**src/rtl/rule_set_intersect_pkg.sv**
```systemverilog
// Shared constants, slot/state types and slot-extract helper for rule_set_intersect.
// Sets are NUM_RULE_ID slots of {valid,id}, slot 0 in the MSBs.
package rule_set_intersect_pkg;

  localparam int NUM_RULE_ID   = 8;
  localparam int RULE_ID_WIDTH = 3;
  localparam int SLOT_WIDTH    = RULE_ID_WIDTH + 1;
  localparam int SET_WIDTH     = NUM_RULE_ID * SLOT_WIDTH;
  localparam int PTR_WIDTH     = RULE_ID_WIDTH + 1;
  localparam int STAT_WIDTH    = 32;

  // Pointer value that marks a set as fully walked.
  localparam logic [PTR_WIDTH-1:0] PTR_END   = PTR_WIDTH'(NUM_RULE_ID);
  localparam logic [SET_WIDTH-1:0] EMPTY_SET = '0;

  typedef struct packed {
    logic                     valid;
    logic [RULE_ID_WIDTH-1:0] id;
  } slot_t;

  typedef enum logic [1:0] {
    IDLE  = 2'd0,
    MERGE = 2'd1,
    DONE  = 2'd2
  } state_e;

  function automatic slot_t get_slot(input logic [SET_WIDTH-1:0]     set_v,
                                     input logic [RULE_ID_WIDTH-1:0] k);
    logic [SET_WIDTH-1:0] shifted;
    shifted = set_v >> (SLOT_WIDTH * (NUM_RULE_ID - 1 - int'(k)));
    return slot_t'(shifted[SLOT_WIDTH-1:0]);
  endfunction

endpackage

```
**src/rtl/rule_set_slot_mux.sv**
```systemverilog
// Selects slot idx_i of a packed rule-ID set and returns it as {valid,id}.
module rule_set_slot_mux
  import rule_set_intersect_pkg::*;
(
  input  logic [SET_WIDTH-1:0]     set_i,
  input  logic [RULE_ID_WIDTH-1:0] idx_i,
  output slot_t                    slot_o
);

  assign slot_o = get_slot(set_i, idx_i);

endmodule

```
**src/rtl/rule_set_intersect.sv**
```systemverilog
// Intersects two sorted rule-ID sets with a one-step-per-clock merge walk and
// reports the lowest common ID. Optional counters under RULE_SET_STATS_EN.
module rule_set_intersect
  import rule_set_intersect_pkg::*;
(
  input  logic                     clk,
  input  logic                     reset,
  input  logic                     in_valid,
  output logic                     in_ready,
  input  logic [SET_WIDTH-1:0]     set_a,
  input  logic [SET_WIDTH-1:0]     set_b,
  output logic                     out_valid,
  input  logic                     out_ready,
  output logic [SET_WIDTH-1:0]     out_set,
  output logic                     best_valid,
`ifdef RULE_SET_STATS_EN
  output logic [RULE_ID_WIDTH-1:0] best_id,
  input  logic                     stat_clr,
  output logic [STAT_WIDTH-1:0]    stat_pairs,
  output logic [STAT_WIDTH-1:0]    stat_nomatch
`else
  output logic [RULE_ID_WIDTH-1:0] best_id
`endif
);

  state_e               state_q, state_d;
  logic [SET_WIDTH-1:0] a_q, a_d, b_q, b_d, acc_q, acc_d;
  logic [PTR_WIDTH-1:0] i_q, i_d, j_q, j_d;
  slot_t                sa, sb, acc_slot;
  logic                 in_fire, out_fire;

  rule_set_slot_mux u_mux_a (.set_i(a_q), .idx_i(i_q[RULE_ID_WIDTH-1:0]), .slot_o(sa));
  rule_set_slot_mux u_mux_b (.set_i(b_q), .idx_i(j_q[RULE_ID_WIDTH-1:0]), .slot_o(sb));

  // NOTE: state uses non-blocking assignments so every register samples pre-edge values.
  always_ff @(posedge clk) begin
    if (reset) begin
      state_q <= IDLE;
      a_q     <= EMPTY_SET;
      b_q     <= EMPTY_SET;
      i_q     <= '0;
      j_q     <= '0;
      acc_q   <= EMPTY_SET;
    end else begin
      state_q <= state_d;
      a_q     <= a_d;
      b_q     <= b_d;
      i_q     <= i_d;
      j_q     <= j_d;
      acc_q   <= acc_d;
    end
  end

  // NOTE: every output of this block gets a default first, so no path infers a latch.
  always_comb begin
    state_d   = state_q;
    a_d       = a_q;
    b_d       = b_q;
    i_d       = i_q;
    j_d       = j_q;
    acc_d     = acc_q;
    in_ready  = 1'b0;
    out_valid = 1'b0;
    case (state_q)
      IDLE: begin
        in_ready = !reset;
        if (in_valid) begin
          a_d     = set_a;
          b_d     = set_b;
          i_d     = '0;
          j_d     = '0;
          acc_d   = EMPTY_SET;
          state_d = MERGE;
        end
      end
      MERGE: begin
        // Empty slots are skipped on either side independently.
        if (!sa.valid || !sb.valid) begin
          if (!sa.valid) i_d = i_q + 1'b1;
          if (!sb.valid) j_d = j_q + 1'b1;
        end else if (sa.id < sb.id) begin
          i_d = i_q + 1'b1;
        end else if (sa.id > sb.id) begin
          j_d = j_q + 1'b1;
        end else begin
          acc_d = {acc_q[SET_WIDTH-SLOT_WIDTH-1:0], sa};
          i_d   = i_q + 1'b1;
          j_d   = j_q + 1'b1;
        end
        if (i_d == PTR_END || j_d == PTR_END) state_d = DONE;
      end
      DONE: begin
        out_valid = 1'b1;
        if (out_ready) state_d = IDLE;
      end
      default: state_d = IDLE;
    endcase
  end

  assign in_fire  = in_valid && in_ready;
  assign out_fire = out_valid && out_ready;
  assign out_set  = acc_q;

  // Matches are appended in ascending order, so the first valid slot holds the lowest ID.
  always_comb begin
    best_valid = 1'b0;
    best_id    = '0;
    acc_slot   = '0;
    for (int k = NUM_RULE_ID - 1; k >= 0; k--) begin
      acc_slot = get_slot(acc_q, RULE_ID_WIDTH'(k));
      if (acc_slot.valid) begin
        best_valid = 1'b1;
        best_id    = acc_slot.id;
      end
    end
  end

`ifdef RULE_SET_STATS_EN
  logic [STAT_WIDTH-1:0] stat_pairs_q, stat_nomatch_q;

  always_ff @(posedge clk) begin
    if (reset || stat_clr) begin
      stat_pairs_q   <= '0;
      stat_nomatch_q <= '0;
    end else begin
      if (in_fire && stat_pairs_q != '1)
        stat_pairs_q <= stat_pairs_q + 1'b1;
      if (out_fire && !best_valid && stat_nomatch_q != '1)
        stat_nomatch_q <= stat_nomatch_q + 1'b1;
    end
  end

  assign stat_pairs   = stat_pairs_q;
  assign stat_nomatch = stat_nomatch_q;
`else
  logic unused_fire;
  assign unused_fire = in_fire ^ out_fire;
`endif

endmodule

```
**config.mk**
```make
export PLATFORM = sky130hd
export DESIGN_NAME = rule_set_intersect
export DESIGN_NICKNAME = d
export VERILOG_FILES = /design/src/rtl/rule_set_intersect_pkg.sv /design/src/rtl/rule_set_slot_mux.sv /design/src/rtl/rule_set_intersect.sv
export SDC_FILE = /design/constraint.sdc
export NUM_CORES = 1
export LEC_CHECK = 0
export ABC_AREA = 1
export CORE_UTILIZATION = 44
export DETAILED_ROUTE_END_ITERATION = 12
export GPL_ROUTABILITY_DRIVEN = 0
export PLACE_DENSITY_LB_ADDON = 0.08
export SYNTH_ARGS = -nofsm -noshare
export SYNTH_HDL_FRONTEND = slang
export SYNTH_SLANG_ARGS = --single-unit
```
**constraint.sdc**
```tcl
create_clock -name clk -period 2.5 [get_ports clk]
set_input_delay 0.25 -clock clk [delete_from_list [all_inputs] [get_ports clk]]
set_output_delay 0.25 -clock clk [all_outputs]
set_load 0.005 [all_outputs]
```
==> results of run 1 <==
[what timing repair did]
item,in CTS,in global routing
endpoints found under the setup margin,42,42
gates resized for setup,35,49
pin swaps,10,35
cloned,2,0
setup buffers,5,6
[routing by layer]
metal	track usage, %	vias up
li1	-	2699
met1	33.0	2460
met2	40.3	135
met3	4.47	13
met4	7.24	0
met5	0	-
[cell usage after synthesis]
cell	number	area [um^2]
inv_1	42	158
inv_2	3	11.3
a21oi_1	46	230
buf_6	7	78.8
nand3b_1	1	7.51
nand2_4	5	56.3
a31oi_1	3	18.8
a41oi_1	3	26.3
a21oi_2	12	105
nor3_4	1	16.3
buf_2	8	40.0
xnor2_1	2	17.5
o31ai_1	2	15.0
nand4_1	4	25.0
inv_4	2	12.5
o22ai_1	7	43.8
clkbuf_1	28	105
o221ai_1	4	35.0
nor3_2	1	10.0
xor2_1	2	17.5
nand3_2	1	10.0
or2_2	1	6.26
nor2_2	1	6.26
buf_1	2	7.51
nor2_1	159	597
a211oi_1	2	15.0
o21ai_0	110	551
buf_4	1	7.51
nor4_1	1	6.26
nand3_1	54	270
o21a_1	1	7.51
nand2_1	106	398
nand2_8	1	20.0
dfxtp_1	106	2120
ha_1	5	62.6
o211ai_1	1	7.51
nand2_2	2	12.5
[final timing paths]
check / startpoint / end / cells after the start
setup / recovery: i_q[0]$_SDFFE_PP0P_ / state_q[1]$_SDFFE_PP0P_ / 18
hold / removal: b_q[19]$_SDFFE_PP0P_ / b_q[19]$_SDFFE_PP0P_ / 2
setup reg to reg: i_q[0]$_SDFFE_PP0P_ / state_q[1]$_SDFFE_PP0P_ / 18
hold reg to reg: b_q[19]$_SDFFE_PP0P_ / b_q[19]$_SDFFE_PP0P_ / 2
[where the power goes]
group          switching, uW  internal, uW  total [uW]
combinational           1190           993        2180
clock                    666           786        1450
sequential               129          1870        2000
total                   1980          3640        5630
[state kept, by name (all words and copies together) (netlist names)]
name	cells
i_q	4
b_q	32
out_set	32
state_q	2
j_q	4
a_q	32
[kinds of logic (layout without fill, tap and decap cells)]
kind of cell             after synthesis  in the layout  synth area share, %
AND/OR/NAND/NOR                      338            338                 28.1
buffers and inverters                 93            222                 8.19
XOR/XNOR                               4              4                0.682
AO/OA/AOI/OAI                        191            191                 20.5
adder cells (fa/ha/maj)                5              5                 1.22
flip-flops                           106            106                 41.3
[metrics by stage]
| step | std cells | cell area [um^2] | setup TNS [ns] |
|---|---|---|---|
| after floorplan | 737 | 5140 | 0 |
| after global placement | 981 | 6500 | -1.00 |
| after detailed placement | 981 | 6500 | -4.14 |
| after CTS | 1004 | 7000 | -0.0587 |
| after global routing | 1009 | 7180 | -2.67 |
| final | 1009 | 7180 | -0.0537 |
[critical path: cells and delay by family, from the launching register on]
family	cells	cell delay [ns]
compound gates	5	0.69
fa+ha+maj	1	0.28
buf+inv	3	0.30
flops	1	0.38
simple gates	9	0.83
[cell type report]
type | instances | area share, %
inverter | 47 | 2.60
sequential | 106 | 29.7
clock inverter | 7 | 1.06
tap | 143 | 2.49
timing repair buffer | 159 | 22.5
multi-input combinational | 538 | 38.5
clock buffer | 9 | 3.14
[placed cells by master (no fill, tap or decap), drive strengths merged, types with 3 or more instances in the layout]
cell,synthesis,layout
a21oi,58,58
a31oi,3,3
a41oi,3,3
buf,18,54
clkbuf,28,9
clkdlybuf4s50,0,102
clkinv,0,3
dfxtp,106,106
ha,5,5
inv,47,49
nand2,114,114
nand3,55,55
nand4,4,4
nor2,160,160
o21ai,110,110
o221ai,4,4
o22ai,7,7
==> results_dict.tcl, run 1 <==
set metrics [dict create \
    hold_ws_ns 0.455 \
    cts_buffers 9 \
    final_antenna_net_count 0 \
    final-hold-violation-count 0 \
    max_stage_delay_ns 0.38 \
    crit_slowest_cell "dfxtp_4" \
    drc_errors 2 \
    grt_setup_unrepaired "true" \
    drive_gt1_share_pct 17.1 \
    start_util_pct 45.0 \
    fin_util_pct 62.9 \
    viasPerCell 5.26 \
    setup_viol 1 \
    track_usage_pct 24.6 \
    dp_hpwl_um 9870 \
    fillers 1052 \
    clk_pin_slew_worst_paths_ns 0.07 \
    core_area_um2 11400 \
    h-tree-depth 3 \
    synth_cell_types 37 \
    dieArea_um2 12100 \
    chipWidth_um 110 \
    gr-total-overflow 0 \
    area_growth_pct 39.8 \
    final_nets 934 \
    synthCells 737 \
    io_buffers 105 \
    wl_met1_um 6720 \
    status "finished with violations" \
    routedWlPerCell_um 14.2 \
    fin_skew_ns 0.00959 \
    ys_ff_latch 106 \
    end_kind "flop" \
    yosysSeqAreaShare_pct 41.3 \
    yosysWarnings 0 \
    ctsHoldBuffers 0 \
    ir_drop_mv 0.413 \
    num_antenna_cells 0 \
    crit_chain "inv_4, buf_6, nor2_2, o22ai_2, o21a_1, ha_4, a21oi_4, nand2_4, buf_6, nand2_1, o21ai_0, nand3_1, nand3_1, nor2_2, nand2_1, nand2_1, nand3_1, a21oi_1" \
    power_density_nw_per_um2 784 \
    dr_wl_met3_um 588 \
    r2r_slack_ns -0.05 \
    crit_arrival_ns 2.84 \
    worst-setup-path-type "reg -> reg" \
    slew_headroom_pct 59.3 \
    antenna_found_initial 0 \
    highest_layer "met4" \
    finalPower_uw 5630 \
    cts_sinks 106 \
    min_path_type "reg -> reg" \
    grt_pass1_vias 4892 \
    syn-num-nets 810 \
    io_pins 106 \
    clockBufferDepth 2 \
    met2WireLength_um 6810 \
    clock_latency_ns 0.36 \
    cp.required_ns 2.79 \
    fin_crit_sh_pct 102 \
    grt_max_degree 55 \
    worst_pin_slew_ns 0.609 \
    seq_area_um2 2130 \
    fmax_mhz 392 \
    die_h_um 110 \
    cp-start-kind "flop" \
    maxSlewViolCount 0 \
    root_buffer "clkbuf_16" \
    layout_min_cycle_time_ns 2.55 \
    violations "DRC, setup timing" \
    leakage_uw 0.00294 \
    multi_input_area_um2 2770 \
    place_ws_ns -0.186 \
    cts_tree "done" \
    totalWireLength_um 14300 \
    drtIter0Drc 374 \
    grt_pass1_wl_um 23100 \
    vias 5307 \
    dr.pass1.iters 9 \
    rows 39 \
    syn_area_um2 5140 \
    syn_avg_cell_area_um2 6.97 \
    path_max_fanout 9 \
    max-cap-violations 0 \
    setup_ws_ns -0.0537 \
]
No activity file was read; power rests on OpenSTA's default activity.
==> run 2: changes to the inputs <==
Settings changed: HOLD_SLACK_MARGIN set to 0.08.
Clock period 2.5 ns to 2.6 ns, I/O delays scaled along.
==> run 2 against run 1 <==
Net effect:
- the flow now finishes without violations
- worst hold slack lost 0.00098 ns
- sequential power shrank 4%
- final cell count shrank 1.3%
- first-iteration DRC count shrank 10%
- die area is the same
- flip-flop and latch count is the same
- clock skew grew 0.0014 ns
- non-clock buffer count shrank 9
- count of clock-buffer cells in the layout grew 2
- global-route usage shrank 1.2 points
- critical path depth shrank 11
- largest cell class unchanged
- highest routed layer unchanged
==> results_dict.tcl, run 2 (synthesis results as in run 1) <==
set metrics [dict create \
    dieArea_um2 12100 \
    drc_errors 0 \
    r2r_slack_ns 0.12 \
    gr-total-overflow 0 \
    die_h_um 110 \
    seq_area_um2 2130 \
    vias 5277 \
    viasPerCell 5.30 \
    leakage_uw 0.00283 \
    final_antenna_net_count 0 \
    power_density_nw_per_um2 737 \
    core_area_um2 11400 \
    cp.required_ns 2.34 \
    io_pins 106 \
    totalWireLength_um 14000 \
    multi_input_area_um2 2720 \
    max-cap-violations 0 \
    cts_tree "done" \
    grt_setup_unrepaired "true" \
    crit_arrival_ns 2.24 \
    rows 39 \
    slew_headroom_pct 56.5 \
    maxSlewViolCount 0 \
    end_kind "output port" \
    root_buffer "clkbuf_16" \
    clockBufferDepth 2 \
    dr.pass1.iters 5 \
    final_common_cell "nor2_1" \
    fin_util_pct 60.7 \
    crit_slowest_cell "clkdlybuf4s50_1" \
    clock_latency_ns 0.35 \
    routedWlPerCell_um 14.0 \
    finalPower_uw 5110 \
    cts_sinks 106 \
    place_ws_ns -0.0919 \
    grt_pass1_wl_um 22100 \
    dp_hpwl_um 9970 \
    cts_buffers 9 \
    worst-setup-path-type "reg -> out" \
    setup_ws_ns 0.0955 \
    track_usage_pct 23.4 \
    fin_cells 996 \
    ir_drop_mv 0.345 \
    cp-start-kind "flop" \
    chipWidth_um 110 \
    final-hold-violation-count 0 \
    ctsHoldBuffers 0 \
    setup_tns_ns 0 \
    grt_pass1_vias 4648 \
    drtIter0Drc 335 \
    final_nets 925 \
    setup_viol 0 \
    layout_common_cells "156 x nor2_1, 103 x nand2_1, 103 x clkdlybuf4s50_1" \
    io_buffers 105 \
    num_antenna_cells 0 \
    layout_min_cycle_time_ns 2.50 \
    worst_pin_slew_ns 0.650 \
    area_growth_pct 35.0 \
    drive_gt1_share_pct 13.6 \
    fin_skew_ns 0.0109 \
    grt_max_degree 50 \
    h-tree-depth 3 \
    start_util_pct 45.0 \
    crit_chain "or2_2, inv_1, nand3_1, a31oi_2, o211ai_1, a41oi_1, clkdlybuf4s50_1" \
    path_max_fanout 7 \
    antenna_found_initial 0 \
    min_path_type "reg -> reg" \
    critPathTopFamily "buffers and inverters" \
    critPathBufInv 2 \
    max_stage_delay_ns 0.54 \
    clk_pin_slew_worst_paths_ns 0.06 \
    fin_crit_sh_pct 96.3 \
    fillers 1085 \
    status "finished clean" \
    dp.cells 980 \
    fmax_mhz 399 \
]
-- run 2: repair_timing --
item                                    in CTS  in global routing
endpoints found under the setup margin      34                 43
gates cloned                                 0                  1
setup buffers                                0                  3
pin swaps                                    1                 30
gates resized for setup                      5                 56
-- run 2: final timing paths --
check                                        startpoint  cells past startpoint                       end
worst max register to register      i_q[0]$_SDFFE_PP0P_                     14  out_set[28]$_SDFFE_PP0P_
worst max-delay path            out_set[7]$_SDFFE_PP0P_                      7                best_id[2]
worst min-delay path               a_q[11]$_SDFFE_PP0P_                      2      a_q[11]$_SDFFE_PP0P_
worst min register to register     a_q[11]$_SDFFE_PP0P_                      2      a_q[11]$_SDFFE_PP0P_
-- run 2: report_power, final --
group          total, uW  leakage [uW]  internal [uW]  switching (uW)
sequential          1920      0.000876           1800             125
combinational       1900       0.00183            849            1050
clock               1280      0.000127            726             558
-- run 2: stage by stage --
stage / hold WS, ns / instance area (um^2)
CTS: 0.454 / 6710
detailed placement: 0.445 / 6440
global route: 0.470 / 6930
finish: 0.454 / 6930
global placement: 0.443 / 6440
floorplan: 0.427 / 5140
-- run 2: layout make-up --
cell class / count / share of cell area [%]
multi-input combinational: 538 / 39.3
sequential: 106 / 30.8
timing repair buffer: 150 / 20.8
clock buffer: 11 / 3.36
inverter: 47 / 2.76
tap: 143 / 2.58
clock inverter: 1 / 0.433
-- run 2: worst register-to-register path, stage by stage, from the launching register on --
cell and delay [ns]:
dfxtp_4 0.36, buf_4 0.16, o21ai_1 0.13, o22ai_1 0.10, o21a_1 0.23, ha_4 0.32, nand3_2 0.10, nand2_4 0.13
inv_2 0.07, nor3_4 0.17, nand3_2 0.10, nand2_4 0.17, clkbuf_16 0.18, nand3_1 0.06, a21oi_1 0.14
-- run 2: per-layer routing --
layer,track usage (%),up-vias,share of wire [%]
li1,-,2662,-
met1,32.5,2438,47
met2,36.3,152,47
met3,3.12,25,4.1
met4,9.90,0,2.3
met5,0,-,0
